## src/rtl/jt51_pg_ring.sv

```systemverilog
// Time-multiplexed phase generator: detune, multiply and per-slot phase accumulation in a ring.
// Optional fixed-step bypass enabled by defining JT51_PG_FIXFREQ_EN.
module jt51_pg_ring #(
   parameter int SLOTS = 32,
   parameter int BASEW = 18,
   parameter int DTW   = 5,
   parameter int PHW   = 20,
   parameter int OUTW  = 10
) (
   input  logic                     clk,
   input  logic                     rst,
   input  logic                     cen,
   input  logic                     zero,
   input  logic [BASEW-1:0]         base_I,
   input  logic [DTW-1:0]           dt_I,
   input  logic                     dt_sign_I,
   input  logic [3:0]               mul_I,
   input  logic                     pg_rst_I,
   input  logic                     hold_I,
`ifdef JT51_PG_FIXFREQ_EN
   input  logic                     fix_I,
   input  logic [PHW-1:0]           fix_step_I,
`endif
   output logic [OUTW-1:0]          phase_out,
   output logic [PHW-1:0]           step_out,
   output logic [$clog2(SLOTS)-1:0] slot_out,
   output logic                     sync_err
);

   localparam int SW = $clog2(SLOTS);

   logic [SW-1:0]    cnt, slot_i;
   logic [BASEW:0]   dsum;
   logic [BASEW-1:0] d_i;

   logic [BASEW-1:0] d_ii;
   logic [3:0]       mul_ii;
   logic             rst_ii, hold_ii;
   logic [SW-1:0]    slot_ii;
   logic [BASEW+3:0] prod;
   logic [PHW-1:0]   step_c;

   logic [PHW-1:0]   step_iii;
   logic             rst_iii, hold_iii;
   logic [SW-1:0]    slot_iii;

   logic [PHW-1:0]   acc, acc_next, old;
   logic [PHW-1:0]   step_acc;
   logic [SW-1:0]    slot_acc;
   logic [PHW-1:0]   ring [SLOTS-1];

`ifdef JT51_PG_FIXFREQ_EN
   logic             fix_ii;
   logic [PHW-1:0]   fix_step_ii;
`endif

   // Zero forces the slot index; the counter then predicts the following slot.
   assign slot_i = zero ? '0 : cnt;

   always_comb begin
      dsum = '0;
      d_i  = '0;
      if (dt_sign_I) begin
         dsum = {1'b0, base_I} - (BASEW+1)'(dt_I);
         d_i  = dsum[BASEW] ? '0 : dsum[BASEW-1:0];
      end else begin
         dsum = {1'b0, base_I} + (BASEW+1)'(dt_I);
         d_i  = dsum[BASEW] ? '1 : dsum[BASEW-1:0];
      end
   end

   always_comb begin
      prod = '0;
      if (mul_ii == 4'd0) prod = (BASEW+4)'(d_ii >> 1);
      else                prod = {4'b0, d_ii} * {{BASEW{1'b0}}, mul_ii};
      step_c = PHW'(prod);
`ifdef JT51_PG_FIXFREQ_EN
      if (fix_ii) step_c = fix_step_ii;
`endif
   end

   assign old = ring[SLOTS-2];

   always_comb begin
      acc_next = old + step_iii;
      if (rst_iii)       acc_next = '0;
      else if (hold_iii) acc_next = old;
   end

   always_ff @(posedge clk) begin
      if (rst) begin
         cnt       <= '0;
         sync_err  <= 1'b0;
         d_ii      <= '0;
         mul_ii    <= '0;
         rst_ii    <= 1'b0;
         hold_ii   <= 1'b0;
         slot_ii   <= '0;
         step_iii  <= '0;
         rst_iii   <= 1'b0;
         hold_iii  <= 1'b0;
         slot_iii  <= '0;
         acc       <= '0;
         step_acc  <= '0;
         slot_acc  <= '0;
         phase_out <= '0;
         step_out  <= '0;
         slot_out  <= '0;
         for (int i = 0; i < SLOTS-1; i++) ring[i] <= '0;
`ifdef JT51_PG_FIXFREQ_EN
         fix_ii      <= 1'b0;
         fix_step_ii <= '0;
`endif
      end else if (cen) begin
         cnt      <= (slot_i == SW'(SLOTS-1)) ? '0 : slot_i + SW'(1);
         sync_err <= sync_err | (zero && cnt != '0);
         d_ii     <= d_i;
         mul_ii   <= mul_I;
         rst_ii   <= pg_rst_I;
         hold_ii  <= hold_I;
         slot_ii  <= slot_i;
         step_iii <= step_c;
         rst_iii  <= rst_ii;
         hold_iii <= hold_ii;
         slot_iii <= slot_ii;
         acc      <= acc_next;
         step_acc <= step_iii;
         slot_acc <= slot_iii;
         ring[0]  <= acc;
         for (int i = 1; i < SLOTS-1; i++) ring[i] <= ring[i-1];
         phase_out <= acc[PHW-1 -: OUTW];
         step_out  <= step_acc;
         slot_out  <= slot_acc;
`ifdef JT51_PG_FIXFREQ_EN
         fix_ii      <= fix_I;
         fix_step_ii <= fix_step_I;
`endif
      end
   end

endmodule

```

## config.mk

```make
export PLATFORM = sky130hd
export DESIGN_NAME = jt51_pg_ring
export DESIGN_NICKNAME = d
export VERILOG_FILES = /design/src/rtl/jt51_pg_ring.sv
export SDC_FILE = /design/constraint.sdc
export NUM_CORES = 1
export LEC_CHECK = 0
export BUFFER_PORTS_ARGS = -buffer_cell sky130_fd_sc_hd__buf_4
export CAP_MARGIN = 5
export CORE_UTILIZATION = 44
export DETAILED_ROUTE_END_ITERATION = 10
export PLACE_DENSITY_LB_ADDON = 0.12
export SKIP_CTS_REPAIR_TIMING = 1
export SLEW_MARGIN = 5
export SYNTH_ARGS = -nofsm -noshare
export SYNTH_HDL_FRONTEND = slang
export SYNTH_SLANG_ARGS = --single-unit
```

## constraint.sdc

```tcl
create_clock -name clk -period 43.7 [get_ports clk]
set_input_delay 4.37 -clock clk [delete_from_list [all_inputs] [get_ports clk]]
set_output_delay 4.37 -clock clk [all_outputs]
set_load 0.02 [all_outputs]
```

==> results of run 1 <==
[layout make-up]
type,count,area (µm²)
antenna,2,5.00
clock buffer,113,2260
clock inverter,37,403
fill,6271,35700
inverter,85,327
multi-input combinational,1436,9820
sequential,762,21500
tap,950,1190
timing repair buffer,84,676
[layout by cell type (no fill, tap or decap), drive strengths merged, types with 61 or more instances in the layout]
master  instances
nand2          82
inv            88
o21ai          61
nor2b         272
mux2i          75
edfxtp        620
and2          411
dfxtp         142
buf            84
nor2          127
clkbuf        113
[cell families (layout without fill, tap and decap cells)]
logic type               after synthesis  in the layout  share of synthesized area, %
adder cells (fa/ha/maj)               87             87                          4.21
flip-flops                           762            762                          66.8
XOR/XNOR                              37             37                          1.01
AND/OR/NAND/NOR                      975            975                          17.4
buffers and inverters                217            319                          2.69
AO/OA/AOI/OAI                        258            258                          5.44
multiplexers                          79             79                          2.48
other                                  0              2                             0
[registers in the layout, summed over array words and instances, names as in the netlist, 5 cells and up]
register   flops
slot_out       5
slot_ii        5
step_acc      20
phase_out     10
ring         620
step_out      20
d_ii          18
step_iii      20
slot_iii       5
slot_acc       5
cnt            5
acc           20
[stage by stage]
stage                     area (µm²)  utilization [%]  instances  hold WS, ns  power (mW)
after floorplan                32100                -       2415        0.417       0.941
after detailed placement       33500             46.6       3317        0.466       0.963
after global routing           36100             50.3       3467        0.501        1.69
after CTS                      36100             50.3       3467        0.482        1.65
after global placement         33500             46.6       3317        0.451       0.961
final                          36100             50.3       3469        0.481        1.63
[critical path, cell delays in order]
cell	delay, ns
buf_4	0.13
inv_1	0.27
nor2_4	0.18
buf_4	0.66
buf_4	0.80
buf_4	0.84
and2_1	0.24
[layer usage]
layer / track usage (%) / up-vias
met5: 0 / -
met4: 4.69 / 0
met3: 2.94 / 103
met2: 22.5 / 255
met1: 24.5 / 8628
li1: - / 8474
[report_power, final]
group	switching, mW	total, mW	internal [mW]
Sequential	0.0201	0.854	0.834
Clock	0.279	0.684	0.405
Combinational	0.0580	0.0933	0.0353
[worst max path at each step]
stage | start | end | slack [ns] | cells after the start
2_1_floorplan | rst | ring[0][0]$_SDFFCE_PN0P_ | 25.88 | 4
3_3_place_gp | cen | ring[0][227]$_SDFFCE_PN0P_ | 35.71 | 7
3_5_place_dp | cen | ring[0][129]$_SDFFCE_PN0P_ | 35.62 | 7
4_1_cts | cen | ring[0][147]$_SDFFCE_PN0P_ | 36.26 | 7
5_1_grt | cen | ring[0][28]$_SDFFCE_PN0P_ | 35.93 | 7
6_report | cen | ring[0][80]$_SDFFCE_PN0P_ | 36.36 | 7
==> results.yml, run 1 <==
outcome:
  status: "finished clean"
grt:
  grt_pass1_wl_um: 93800
  grt_max_degree: 206
  antenna_found_initial: 4
  grt_usage_pct: 15.9
  grt_overflow: 0
  grt_pass1_vias: 16895
worst_setup_path:
  required_ns: 44.18
  r2r_setup_slack_ns: 39.21
  crit_fanout: 140
  r2r_start: "mul_ii[3]$_SDFFE_PP0P_"
  r2r_end: "step_iii[16]$_SDFFE_PP0P_"
  r2r_cells: 14
  crit_type: "input pin to flop"
  crit_path_end_kind: "flop"
  arrival_ns: 7.82
  cp-start-kind: "input pin"
floorplanning:
  initial_core_util_pct: 44.7
  die_w_um: 272
  die_height_um: 272
  die_area_um2: 74100
  row_count: 98
  pin_count: 70
  core_um2: 71900
route:
  met2_length_um: 24900
  drc_errors: 0
  vias: 17460
  routedWlPerCell_um: 16.9
  firstDrtPassIters: 4
  maxUsedRoutingLayer: "met4"
  wl_met1_um: 30200
  route.met3.wl_um: 2230
  detail-route-antenna-nets: 0
  wl_um: 58600
  drtIter0Drc: 1340
  vias_per_cell: 5.03
synth:
  syn_avg_cell_area_um2: 13.3
  synth_top_area_cell: "edfxtp_1"
  syn-cell-area_um2: 32100
  syn_inst: 2415
  yosysTopAreaCellShare_pct: 57.9
  synth_enable_flop_cells: 620
  synth_area_leaders: "edfxtp_1 58%, dfxtp_1 8.8%, and2_1 8.0%"
  synth_flop_cell: "edfxtp_1"
  synth-seq-cells: 762
  synthArstFlopShare_pct: 0
  synth_warnings: 0
  syn_nets: 2536
  ys_types: 77
  synthMostInstantiatedCell: "edfxtp_1"
  seq_area_frac_synth_pct: 66.8
  ys_top_cells_by_count: "620 x edfxtp_1, 410 x and2_1, 272 x nor2b_1"
sta:
  fmaxAchievable_mhz: 136
  finalSetupViolCount: 0
  rsz0062_at_grt: "false"
  tightest_slew_ns: 1.15
  skew_ns: 0.0203
  hold_viol: 0
  setup_ws_ns: 36.36
  fin_crit_sh_pct: 16.8
  relSlewSlack_pct: 23.2
  min_period_ns: 7.34
  tns_ns: 0
  drv_slew: 0
flow_run:
  maxCapViolations: 0
layout:
  syn_to_final_growth_pct: 12.5
  final_layout_size_suffix_gt1_share_pct: 8.78
  nets: 2572
min_path:
  hold_depth: 1
  holdPathEnd: "phase_out[5]$_SDFFE_PP0P_"
  hold_class: "flop to flop"
  hold_start: "phase_out[5]$_SDFFE_PP0P_"
placed_design:
  gp_congestion: 0.856
  dpl.hpwl_um: 34200
  pre_cts_slack_ns: 35.62
  portBuffers: 69
clock_network:
  root_buffer: "clkbuf_16"
  clockBufferDepth: 3
  cts_tree: "yes"
  htree_levels: 3
  cts_inserted_buffers: 82
  cts_sinks: 762
  worstSkewPairLatency_ns: 0.62
  clk_pin_slew_ns: 0.06
pwr:
  p_leak_nw: 14.3
  powerDensity_nw_per_um2: 45.1
  ir_drop_uv: 31.6
(Power assumes the default switching activity.)
==> run 2: changes to the inputs <==
ABC_AREA = 1   (was default)
clock period = 7.6 ns   (was 43.7 ns; I/O delays follow)
==> run 2 against run 1 <==
Critical path depth is 9 higher. Critical endpoint is now step_iii[18]$_SDFFE_PP0P_. Design area increased by 4.1%. Global-route usage increased by 0.72 points.
==> results.yml, run 2 <==
sta:
  tns_ns: 0
  tightest_slew_ns: 1.11
  skew_ns: 0.0134
  relSlewSlack_pct: 25.9
  min_period_ns: 3.92
  hold_viol: 0
  fin_crit_sh_pct: 51.6
  finalSetupViolCount: 0
  fmaxAchievable_mhz: 255
  rsz0062_at_grt: "false"
  drv_slew: 0
floorplanning:
  initial_core_util_pct: 44.8
  core_um2: 75100
  die_height_um: 278
  row_count: 100
  die_area_um2: 77500
  die_w_um: 278
  pin_count: 70
grt:
  grt_util_met3_pct: 2.62
  grtUsageMet1_pct: 24.7
  grt_usage_pct: 16.6
  grt_pass1_vias: 19949
  grt_max_degree: 221
  grt_pass1_wl_um: 104000
  met2_usage_pct: 25.1
  grt_busiest_layer: "met2"
  antenna_found_initial: 0
  grt_overflow: 0
synth:
  synth_enable_flop_cells: 620
  synthMostInstantiatedCell: "inv_1"
  syn_avg_cell_area_um2: 9.59
  seq_area_frac_synth_pct: 63.8
  yosysTopAreaCellShare_pct: 55.4
  synth_warnings: 0
  synth_flop_cell: "edfxtp_1"
  synth_area_leaders: "edfxtp_1 55%, inv_1 10%, dfxtp_1 8.5%"
  synth_top_area_cell: "edfxtp_1"
  ys_types: 39
  syn_inst: 3505
  synthArstFlopShare_pct: 0
  synth-seq-cells: 762
  syn-cell-area_um2: 33600
  syn_nets: 3626
  ys_top_cells_by_count: "909 x inv_1, 748 x nor2_1, 620 x edfxtp_1"
layout:
  layout_common_cells: "907 x inv_1, 747 x nor2_1, 620 x edfxtp_1"
  syn_to_final_growth_pct: 12.0
  largest_reg_flops: 620
  utilization_pct: 50.1
  final_layout_size_suffix_gt1_share_pct: 6.09
  top_register: "ring"
  nets: 3669
  diodes: 0
  mostFrequentLayoutCell: "inv_1"
worst_setup_path:
  arrival_ns: 4.37
  crit_fanout: 19
  crit_type: "flop to flop"
  r2r_end: "step_iii[18]$_SDFFE_PP0P_"
  r2r_cells: 16
  r2r_start: "mul_ii[3]$_SDFFE_PP0P_"
  cp-start-kind: "flop"
  crit_path_end_kind: "flop"
  required_ns: 8.05
  worstSetupStartpoint: "mul_ii[3]$_SDFFE_PP0P_"
  r2r_setup_slack_ns: 3.68
clock_network:
  cts_tree: "yes"
  cts_inserted_buffers: 80
  clk_pin_slew_ns: 0.06
  cts_sinks: 762
  htree_levels: 3
  clockBufferDepth: 3
  worstSkewPairLatency_ns: 0.61
  root_buffer: "clkbuf_16"
route:
  vias: 20894
  detail-route-antenna-nets: 0
  routedWlPerCell_um: 13.7
  vias_per_cell: 4.56
  drtIter0Drc: 1381
  wl_um: 62600
  drc_errors: 0
  firstDrtPassIters: 5
flow_run:
  maxCapViolations: 0
placed_design:
  portBuffers: 69
  gp_congestion: 0.876
  dpl.hpwl_um: 38600
min_path:
  hold_depth: 3
  holdPathEnd: "mul_ii[3]$_SDFFE_PP0P_"
  hold_start: "mul_I[3]"
  hold_class: "input pin to flop"
outcome:
  status: "finished clean"
pwr:
  p_leak_nw: 16.5
  ir_drop_uv: 142
  powerDensity_nw_per_um2: 250
  total_power_mw: 9.41
run 2: worst max-delay path, stage by stage (launching register included):
cell and delay, ns:
dfxtp_1 0.76, nand2_1 0.17, fa_1 0.56, inv_1 0.05, fa_1 0.56, inv_1 0.07, fa_1 0.44, inv_1 0.09
nand2_1 0.06, o21ai_0 0.36, nand2_1 0.12, nand2_1 0.13, nand3b_1 0.11, nand2_1 0.07, nand2_1 0.04, nand3_1 0.06
o21ai_0 0.09
run 2: worst max path at each step:
stage                                     end  slack [ns]
floorplan            ring[0][0]$_SDFFCE_PN0P_        1.70
global placement    step_iii[18]$_SDFFE_PP0P_        3.79
detailed placement  step_iii[18]$_SDFFE_PP0P_        3.74
CTS                 step_iii[18]$_SDFFE_PP0P_        3.71
global route        step_iii[18]$_SDFFE_PP0P_        3.43
finish              step_iii[18]$_SDFFE_PP0P_        3.68
run 2: layout make-up:
class                      count  area (µm²)
fill                        7072       37400
sequential                   762       21500
multi-input combinational   1711        8210
inverter                     913        3440
clock buffer                 109        2250
tap                          969        1210
timing repair buffer          80         657
clock inverter                39         398
run 2: metrics by stage:
step	setup slack, ns	instances	cell area (µm²)	hold WS (ns)
3_5_place_dp	3.74	4435	35000	0.439
5_1_grt	3.43	4583	37600	0.325
3_3_place_gp	3.79	4435	35000	0.436
6_report	3.68	4583	37600	0.349
2_1_floorplan	1.70	3505	33600	0.426
4_1_cts	3.71	4583	37600	0.312
run 2: kinds of logic (layout without fill, tap and decap cells):
group                      after synthesis  after routing  share of synthesized area (%)
and+or+nand+nor                       1392           1392                           16.4
AOI/OAI and AO/OA                      211            211                           3.46
adders and majority gates               87             87                           4.02
buffers and inverters                 1032           1141                           11.8
DFF                                    762            762                           63.8
xor gates and xnor gates                21             21                          0.547
run 2: where the power goes:
group / switching, mW / leakage, nW / total [mW] / internal, mW
Clock: 1.61 / 1.30 / 3.90 / 2.29
Sequential: 0.104 / 8.01 / 4.90 / 4.80
Combinational: 0.430 / 7.23 / 0.607 / 0.176
run 2: routing by layer:
| layer | wire [µm] | up-vias |
|---|---|---|
| met5 | 0 | - |
| met3 | 1970 | 100 |
| met1 | 32400 | 9711 |
| li1 | - | 10806 |
| met2 | 26800 | 277 |
| met4 | 1430 | 0 |
